$ cat config.mk
export PLATFORM = sky130hd
export DESIGN_NAME = booth_algorithm_dv_seq_flat
export DESIGN_NICKNAME = d
export VERILOG_FILES = /design/src/rtl/booth_algorithm_dv_seq_if.sv /design/src/rtl/booth_algorithm_dv_seq.sv /design/src/flat_wrapper.sv
export SDC_FILE = /design/constraint.sdc
export NUM_CORES = 1
export LEC_CHECK = 0
export CAP_MARGIN = 20
export CELL_PAD_IN_SITES_DETAIL_PLACEMENT = 2
export CELL_PAD_IN_SITES_GLOBAL_PLACEMENT = 2
export CORE_ASPECT_RATIO = 0.7
export CORE_MARGIN = 3
export CORE_UTILIZATION = 38
export CTS_BUF_LIST = sky130_fd_sc_hd__clkbuf_8
export CTS_CLUSTER_SIZE = 12
export DETAILED_ROUTE_END_ITERATION = 7
export GPL_TIMING_DRIVEN = 0
export MAX_ROUTING_LAYER = met4
export PLACE_DENSITY = 0.95
export SYNTH_ARGS = -nofsm -noshare
export SYNTH_HDL_FRONTEND = slang
export SYNTH_SLANG_ARGS = --single-unit
export TNS_END_PERCENT = 1
$ cat constraint.sdc
create_clock -name clk -period 3.76 [get_ports clk]
set_clock_uncertainty 0.15 [all_clocks]
set_input_delay 0.564 -clock clk [delete_from_list [all_inputs] [get_ports clk]]
set_output_delay 0.564 -clock clk [all_outputs]
set_load 0.02 [all_outputs]
$ cat src/rtl/booth_algorithm_dv_seq_if.sv
// Operand/product bundle for the sequential Booth multiplier.
// in1: multiplicand, in2: multiplier, out: {A[3:0],Q[3:0],Q_-1}.
interface booth_algorithm_dv_seq_if;
  logic [3:0] in1;
  logic [3:0] in2;
  logic [8:0] out;

  modport master (
    output in1,
    output in2,
    input  out
  );

  modport slave (
    input  in1,
    input  in2,
    output out
  );
endinterface

$ cat src/rtl/booth_algorithm_dv_seq.sv
// Free-running radix-2 Booth multiplier, 4x4 signed -> 8-bit product.
// Ports: clk, n_rst (async, active-high), bus.in1/in2 (operands), bus.out.
module booth_algorithm_dv_seq (
  input  logic                   clk,
  input  logic                   n_rst,
  booth_algorithm_dv_seq_if.slave bus
);

  typedef enum logic [1:0] {
    LOAD,
    ITER,
    DONE
  } state_t;

  state_t     r_state;
  logic [4:0] r_a;
  logic [3:0] r_q;
  logic       r_q1;
  logic [3:0] r_m;
  logic [3:0] r_ql;
  logic [2:0] r_cnt;

  logic [4:0] w_mx;
  logic [4:0] w_sum;
  logic       w_chg;

  // A carries an extra sign bit so that subtracting M=-8 cannot overflow.
  assign w_mx  = {r_m[3], r_m};
  assign w_chg = (bus.in1 != r_m) || (bus.in2 != r_ql);

  always_comb begin
    w_sum = r_a;
    unique case ({r_q[0], r_q1})
      2'b01:   w_sum = r_a + w_mx;
      2'b10:   w_sum = r_a - w_mx;
      default: w_sum = r_a;
    endcase
  end

  always_ff @(posedge clk or posedge n_rst) begin
    if (n_rst) begin
      r_state <= LOAD;
      r_a     <= '0;
      r_q     <= '0;
      r_q1    <= 1'b0;
      r_m     <= '0;
      r_ql    <= '0;
      r_cnt   <= '0;
    end else begin
      unique case (r_state)
        LOAD: begin
          r_m     <= bus.in1;
          r_ql    <= bus.in2;
          r_a     <= '0;
          r_q     <= bus.in2;
          r_q1    <= 1'b0;
          r_cnt   <= '0;
          r_state <= ITER;
        end
        ITER: begin
          // Add/sub and arithmetic right shift of {A,Q,Q_-1} in one cycle.
          r_a   <= {w_sum[4], w_sum[4:1]};
          r_q   <= {w_sum[0], r_q[3:1]};
          r_q1  <= r_q[0];
          r_cnt <= r_cnt + 3'd1;
          if (r_cnt == 3'd3) r_state <= DONE;
        end
        DONE: begin
          if (w_chg) r_state <= LOAD;
        end
        default: r_state <= LOAD;
      endcase
    end
  end

  assign bus.out = {r_a[3:0], r_q, r_q1};

endmodule

$ cat src/flat_wrapper.sv
// flat-port wrapper written by rule: the top's interface ports become plain ports
module booth_algorithm_dv_seq_flat 
  (clk, n_rst, bus_in1, bus_in2, bus_out);
  booth_algorithm_dv_seq_if bus_i ();
  input  logic clk;
  input  logic n_rst;
  input wire logic [$bits(bus_i.in1)-1:0] bus_in1;
  input wire logic [$bits(bus_i.in2)-1:0] bus_in2;
  output wire logic [$bits(bus_i.out)-1:0] bus_out;
  assign bus_i.in1 = bus_in1;
  assign bus_i.in2 = bus_in2;
  assign bus_out = bus_i.out;
  booth_algorithm_dv_seq u_core (.clk(clk), .n_rst(n_rst), .bus(bus_i));
endmodule
==> summary.md, run 1 <==
| Metric | Value |
|---|---|
| Slew margin rel. | 43.5% |
| Psw | 784 µW |
| Root Driver | clkbuf_8 |
| Die area | slightly above 4000 µm² |
| Final Setup Violations | 0 |
| Share of the yosys chip area belonging to registers | a little over two fifths |
| Synthesized instance count | 126 |
| Setup CP Type | reg -> reg |
| Diode count | 0 |
| # rows | 16 |
| CP arrival | approximately 2800 ps |
| Sequential power share | 27.6% |
| Final Max Slew Viols | 0 |
| Die X | ~75 µm |
| Critical path's top delay family | adder cells |
| Cts hold-fix bufs | 0 |
| Actual slew at the worst max-slew pin | 846 ps |
| Post-synthesis register bit count | 22 |
| Pre-antenna DRT Iters | 4 |
| GRT overflow | 0 |
| Warnings from Yosys | 0 |
| CP Cell Sequence | inv_1 -> ha_1 -> mux2_2 -> fa_1 -> nand2b_1 -> a21oi_2 -> xnor2_1 -> or4_1 -> nand3_1 |
| Power Internal | 946 µW |
| CTS tree | built |
| Critical Path Sink Type | flip-flop |
| Maximum operating frequency | 359 MHz |
| M2 GR Usage | 34.5% |
| Main synth FF type | dfrtp_1 |
| Gpl congestion | 0.800 |
| PD cells | 1110 nW/µm² |
| Clock Pin Slew Worst Setup and Hold Paths | 80 ps |
| Drt drc | 0 |
| Clock Latency Late Sink | 260 ps |
| Mapped cell area | 1270 µm² |
| Clock Sinks | 22 |
| Final period util | between 70% and 80% |
| Post-DP HPWL | 2440 µm |
| Largest net degree at the start of global routing | 23 |
| Max Cap Viol | 0 |
| RSZ-0062 raised after global routing | false |
| Vias in the first global route | between 1000 and 1500 |
| Routed wire length per instance | 19.7 µm |
| Final hold viol count | 0 |
| Setup_tns | 0 ps |
| Routed via count | 1022 |
| Global-route wire length before repair | between 6000 and 7000 µm |
| Via density | 5.55 |
| Tmin final | around 2800 ps |
| CP max stage cell | fa_1 |
| Lkg Pwr | 0.677 nW |
| Post-CTS Repair Setup Buffers | 0 |
| Placeable core area | between 2000 and 3000 µm² |
| GRT Total Usage | 20.8% |
| Switch share | around 45% |
| Syn-to-layout area delta | 22.0% |
| Max incr delay on CP | 440 ps |
| Largest area contributor in the netlist | dfrtp_1 |
| Initial Utilization | between 40% and 50% |
| Nets | around 170 |
| HP Class | reg -> reg |
| Antenna violations before repair | 0 |
| Met3 Usage GRT | 4.95% |
| Port bufs | 18 |
| VDD IR-drop max | between 0.3 and 0.4 mV |
| Drt total wl | approximately 3600 µm |
| Number of enable flip-flop cells after synthesis | 0 |
| Register-to-register path setup slack | approximately 1000 ps |
| Clock buffer count from CTS | 3 |
| GR peak layer | met2 |
| Tot Pwr | 1.73 mW |
| Clock tree buffer depth | 2 |
| Drt initial violations | 11 |
| # H-tree levels | 1 |
| Crit start category | flip-flop |
| Die H | between 50 and 60 µm |
| Worst path bufs/invs | 1 |
| Met1 GRT Util | 27.0% |
| Post-synth top area share | 43.2% |
| Combinational power share | between 60% and 70% |
| Routed Antenna Nets | 0 |
| Clock power share | 9.8% |
| Worst path required time | around 3800 ps |
| Ranking of synthesized cells by area | dfrtp_1 (43%), ha_1 (7.9%), mux2_2 (6.2%) |
| Syn Nets | 145 |
| Ys async rst share | 100% |
| # IOs | 19 |
| Ratio of cells with drive above 1 in the final layout | around an eighth |
| Post-CTS resize count | 0 |
| Yosys cell types | 32 |
| CP max FO | 5 |
| Status | finished clean |
| Average size of a mapped cell | 10.1 µm² |
[power by group through the flow]
stage          combinational, mW  clock, mW  sequential (mW)
2_1_floorplan              0.704          0            0.494
3_3_place_gp               0.966          0            0.463
3_5_place_dp                1.03          0            0.478
4_1_cts                     1.10      0.174            0.478
5_1_grt                     1.21      0.186            0.498
6_report                    1.08      0.170            0.478
[layer usage]
layer / share of wire [%] / wire length, µm
met3: 3.9 / 140
met4: 0.47 / 17
met1: 46 / 1680
met5: 0 / 0
met2: 49 / 1780
[through the flow]
stage | worst slack, ps | std cells | hold WS [ps] | util, % | instance area, µm²
floorplan | 1190 | 126 | 300 | - | 1270
global placement | 1120 | 180 | 312 | 50.3 | 1500
detailed placement | 1080 | 180 | 342 | 50.3 | 1500
CTS | 985 | 184 | 361 | 52.1 | 1550
global route | 847 | 184 | 399 | 52.1 | 1550
finish | 972 | 184 | 349 | 52.1 | 1550
[worst paths after layout]
check                                 from  cells past startpoint           endpoint
min                        u_core.r_cnt[2]                      2    u_core.r_cnt[2]
max reg2reg                    u_core.r_q1                      9      u_core.r_a[3]
min reg2reg                u_core.r_cnt[2]                      2    u_core.r_cnt[2]
min in group asynchronous            n_rst                      2      u_core.r_q[3]
max in group asynchronous            n_rst                      2  u_core.r_state[0]
max                            u_core.r_q1                      9      u_core.r_a[3]
[logic make-up after synthesis]
group | share of synthesized area [%]
AND/OR/NAND/NOR | 13.8
adder cells (fa/ha/maj) | 9.43
XOR/XNOR | 8.94
flip-flops | 43.2
buffers and inverters | 4.62
multiplexers | 8.55
AO/OA/AOI/OAI | 11.5
[worst min-delay path: stages, from the launching register on]
cell     delay [ps]
dfrtp_1         350
nand2_1          50
o21ai_0          60
[cells in the mapped netlist, types with 2 or more instances]
library cell,number
o21ai_0,10
o21ai_1,2
nor2b_1,3
nand3_1,2
nor2_1,6
nand2b_1,3
xnor2_1,8
dfrtp_1,22
nand2_1,12
a21oi_2,2
a21oi_1,4
inv_1,9
a22o_1,2
mux2i_1,3
nor2_2,2
xor2_1,5
mux2_2,7
clkbuf_1,2
ha_1,8
buf_2,2
[layout by cell type (no fill, tap or decap), drive strengths merged, types with 2 or more instances in the layout]
cell / n
a21oi: 6
mux2: 7
nor2b: 3
o21ai: 12
clkbuf: 6
ha: 8
nand2b: 4
nor2: 8
nand2: 12
buf: 3
clkdlybuf4s50: 18
xor2: 5
xnor2: 8
mux2i: 3
inv: 9
dfrtp: 22
a22o: 2
nand3: 2
[cell type report]
cell class / count / area (µm²)
fill: 316 / 1430
clock buffer: 4 / 55.1
inverter: 9 / 33.8
sequential: 22 / 551
timing repair buffer: 18 / 180
tap: 36 / 45.0
buffer: 5 / 25.0
multi-input combinational: 90 / 664
[flip-flops by register name, indices dropped and copies added, names as in the netlist]
name            cells
u_core.r_a          4
u_core.r_m          4
u_core.r_q          4
u_core.r_ql         4
u_core.r_cnt        3
u_core.r_state      2
u_core.r_q1         1
No activity file was read; power rests on OpenSTA's default activity.
==> inputs of run 2 (changes only) <==
Settings changed: CORE_UTILIZATION 38 to 35, PLACE_DENSITY 0.95 to 0.9.
Clock period 3.76 ns to 2.9 ns, I/O delays scaled along.
==> run 2 against run 1 <==
Utilization down 4.4 points. Sequential share of layout area fell by 0.67 points. Via count shrank 1.2%. Die area is 7.7% higher. Critical path type unchanged. Final area rose by 1.9%. Final cell count rose by 6.0%. Count of clock-buffer cells in the layout shrank 1. Critical endpoint unchanged. Power rose by 34%.
==> summary.md, run 2 (synthesized netlist as in run 1, its figures left out) <==
| Metric | Value |
|---|---|
| Final WS setup | between 150 and 200 ps |
| Fill count | ~360 |
| # IOs | 19 |
| GRT overflow | 0 |
| Sequential power share | 26.8% |
| Worst path required time | between 2000 and 3000 ps |
| # rows | 17 |
| Setup CP Type | reg -> reg |
| # H-tree levels | 1 |
| Post-DP HPWL | 2750 µm |
| CP arrival | ~2800 ps |
| Final Max Slew Viols | 0 |
| Routed Antenna Nets | 0 |
| RSZ-0062 raised after global routing | false |
| Global-route wire length before repair | about 6300 µm |
| Crit start category | flip-flop |
| Met3 Usage GRT | between 5 and 6% |
| Most frequent cells in the layout | dfrtp_1 (22), clkdlybuf4s50_1 (18), nand2_1 (12) |
| Placeable core area | 3320 µm² |
| CTS tree | built |
| Maximum operating frequency | 365 MHz |
| Slew margin rel. | 42.5% |
| Clock Pin Slew Worst Setup and Hold Paths | 90 ps |
| Critical Path Sink Type | flip-flop |
| Vias in the first global route | 1213 |
| CP max FO | 4 |
| Antenna violations before repair | 0 |
| CP Cell Sequence | inv_1 -> ha_1 -> mux2_2 -> fa_1 -> nand2b_1 -> a21oi_2 -> xnor2_1 -> or4_1 -> nand3_1 |
| Drt initial violations | 23 |
| Lkg Pwr | between 0.6 and 0.7 nW |
| Via density | 5.18 |
| Nets | 168 |
| Port bufs | 18 |
| GR peak layer | met2 |
| Final hold viol count | 0 |
| HP Class | reg -> reg |
| Die H | between 50 and 60 µm |
| Most common cell after layout, fill and taps aside | dfrtp_1 |
| Switch share | 44.4% |
| Die area | 4410 µm² |
| Final Setup Violations | 0 |
| Final period util | 94.4% |
| Clock Sinks | 22 |
| Inst Count DP | 191 |
| Initial Utilization | a little under two fifths |
| CP max stage cell | dfrtp_1 |
| Max incr delay on CP | 460 ps |
| Root Driver | clkbuf_8 |
| Cts hold-fix bufs | 0 |
| Drt drc | 0 |
| Tmin final | 2740 ps |
| Post-CTS Repair Setup Buffers | 0 |
| VDD IR-drop max | between 0.5 and 0.6 mV |
| Post-CTS resize count | 0 |
| Crit path depth | 9 |
| Largest net degree at the start of global routing | 23 |
| Tot Pwr | 2.32 mW |
| Pre-CTS setup slack | 188 ps |
| Clock buffer count from CTS | 3 |
| Met1 GRT Util | 21.7% |
| Routed wire length per instance | around 19 µm |
| Syn-to-layout area delta | 24.4% |
| Ratio of cells with drive above 1 in the final layout | 12.8% |
| Final cell count without fillers | ~200 |
| GRT Total Usage | 19.5% |
| Max Cap Viol | 0 |
| Drt total wl | around 3700 µm |
| Clock power share | 12.7% |
| M2 GR Usage | 33.8% |
| Actual slew at the worst max-slew pin | 861 ps |
| Routed via count | 1010 |
| Critical path's top delay family | adder cells |
| Pre-antenna DRT Iters | 4 |
| Setup_tns | 0 ps |
| Status | finished clean |
| PD cells | between 1000 and 1500 nW/µm² |
| Gpl congestion | 0.753 |
| Clock tree buffer depth | 2 |
| Combinational power share | 60.5% |
| Clock Latency Late Sink | ~280 ps |
| WHS Path Cells | 1 |
| Reg2reg path depth | 9 |
| Diode count | 0 |
| Worst path bufs/invs | 1 |
| Power Internal | 1.29 mW |
| Die X | 78.1 µm |
| Psw | 1.03 mW |
## run 2: cell count changes in the layout (fill, tap and decap cells not counted), sizes merged
| cell | delta |
|---|---|
| clkbuf | -1 |
| bufinv | +1 |
## run 2: layout make-up
type | count | area (µm²) | area share (%)
inverters | 9 | 33.8 | 2.13
flip-flops and latches | 22 | 551 | 34.8
well taps | 47 | 58.8 | 3.71
clock inverters | 1 | 30.0 | 1.90
clock buffers | 3 | 41.3 | 2.61
multi-input cells | 90 | 664 | 41.9
repair buffers | 18 | 180 | 11.4
plain buffers | 5 | 25.0 | 1.58
## run 2: worst paths after layout
check,from,to,slack (ps)
min in group asynchronous,n_rst,u_core.r_q[3],480
min reg2reg,u_core.r_cnt[0],u_core.r_cnt[0],370
max,u_core.r_m[0],u_core.r_a[3],160
max in group asynchronous,n_rst,u_core.r_ql[2],1590
min,u_core.r_cnt[0],u_core.r_cnt[0],370
max reg2reg,u_core.r_m[0],u_core.r_a[3],160
## run 2: power groups by stage
| stage | Sequential [mW] | Clock (mW) | Combinational (mW) |
|---|---|---|---|
| finish | 0.623 | 0.296 | 1.40 |
| global route | 0.651 | 0.324 | 1.56 |
| CTS | 0.628 | 0.307 | 1.43 |
| detailed placement | 0.631 | 0 | 1.37 |
| global placement | 0.605 | 0 | 1.27 |
| floorplan | 0.640 | 0 | 0.912 |
## run 2: metal layers
layer / up-vias / share of wire (%)
met5: - / 0
met4: 0 / 2.1
met3: 7 / 4.2
met2: 20 / 53
met1: 515 / 41
li1: 468 / -
## run 2: worst reg2reg max path, cell delays in order, from the launching register on
cell      delay [ps]
dfrtp_1          460
inv_1            100
ha_1             300
mux2_2           300
fa_1             440
nand2b_1         180
a21oi_2          130
xnor2_1          100
or4_1            420
nand3_1          110
## run 2: metrics by stage
| step | hold WS (ps) | utilization (%) | area (µm²) |
|---|---|---|---|
| 6_report | 372 | 47.7 | 1580 |
| 5_1_grt | 406 | 47.7 | 1580 |
| 4_1_cts | 380 | 47.7 | 1580 |
| 3_5_place_dp | 357 | 45.6 | 1510 |
| 3_3_place_gp | 316 | 45.6 | 1510 |
| 2_1_floorplan | 274 | - | 1270 |
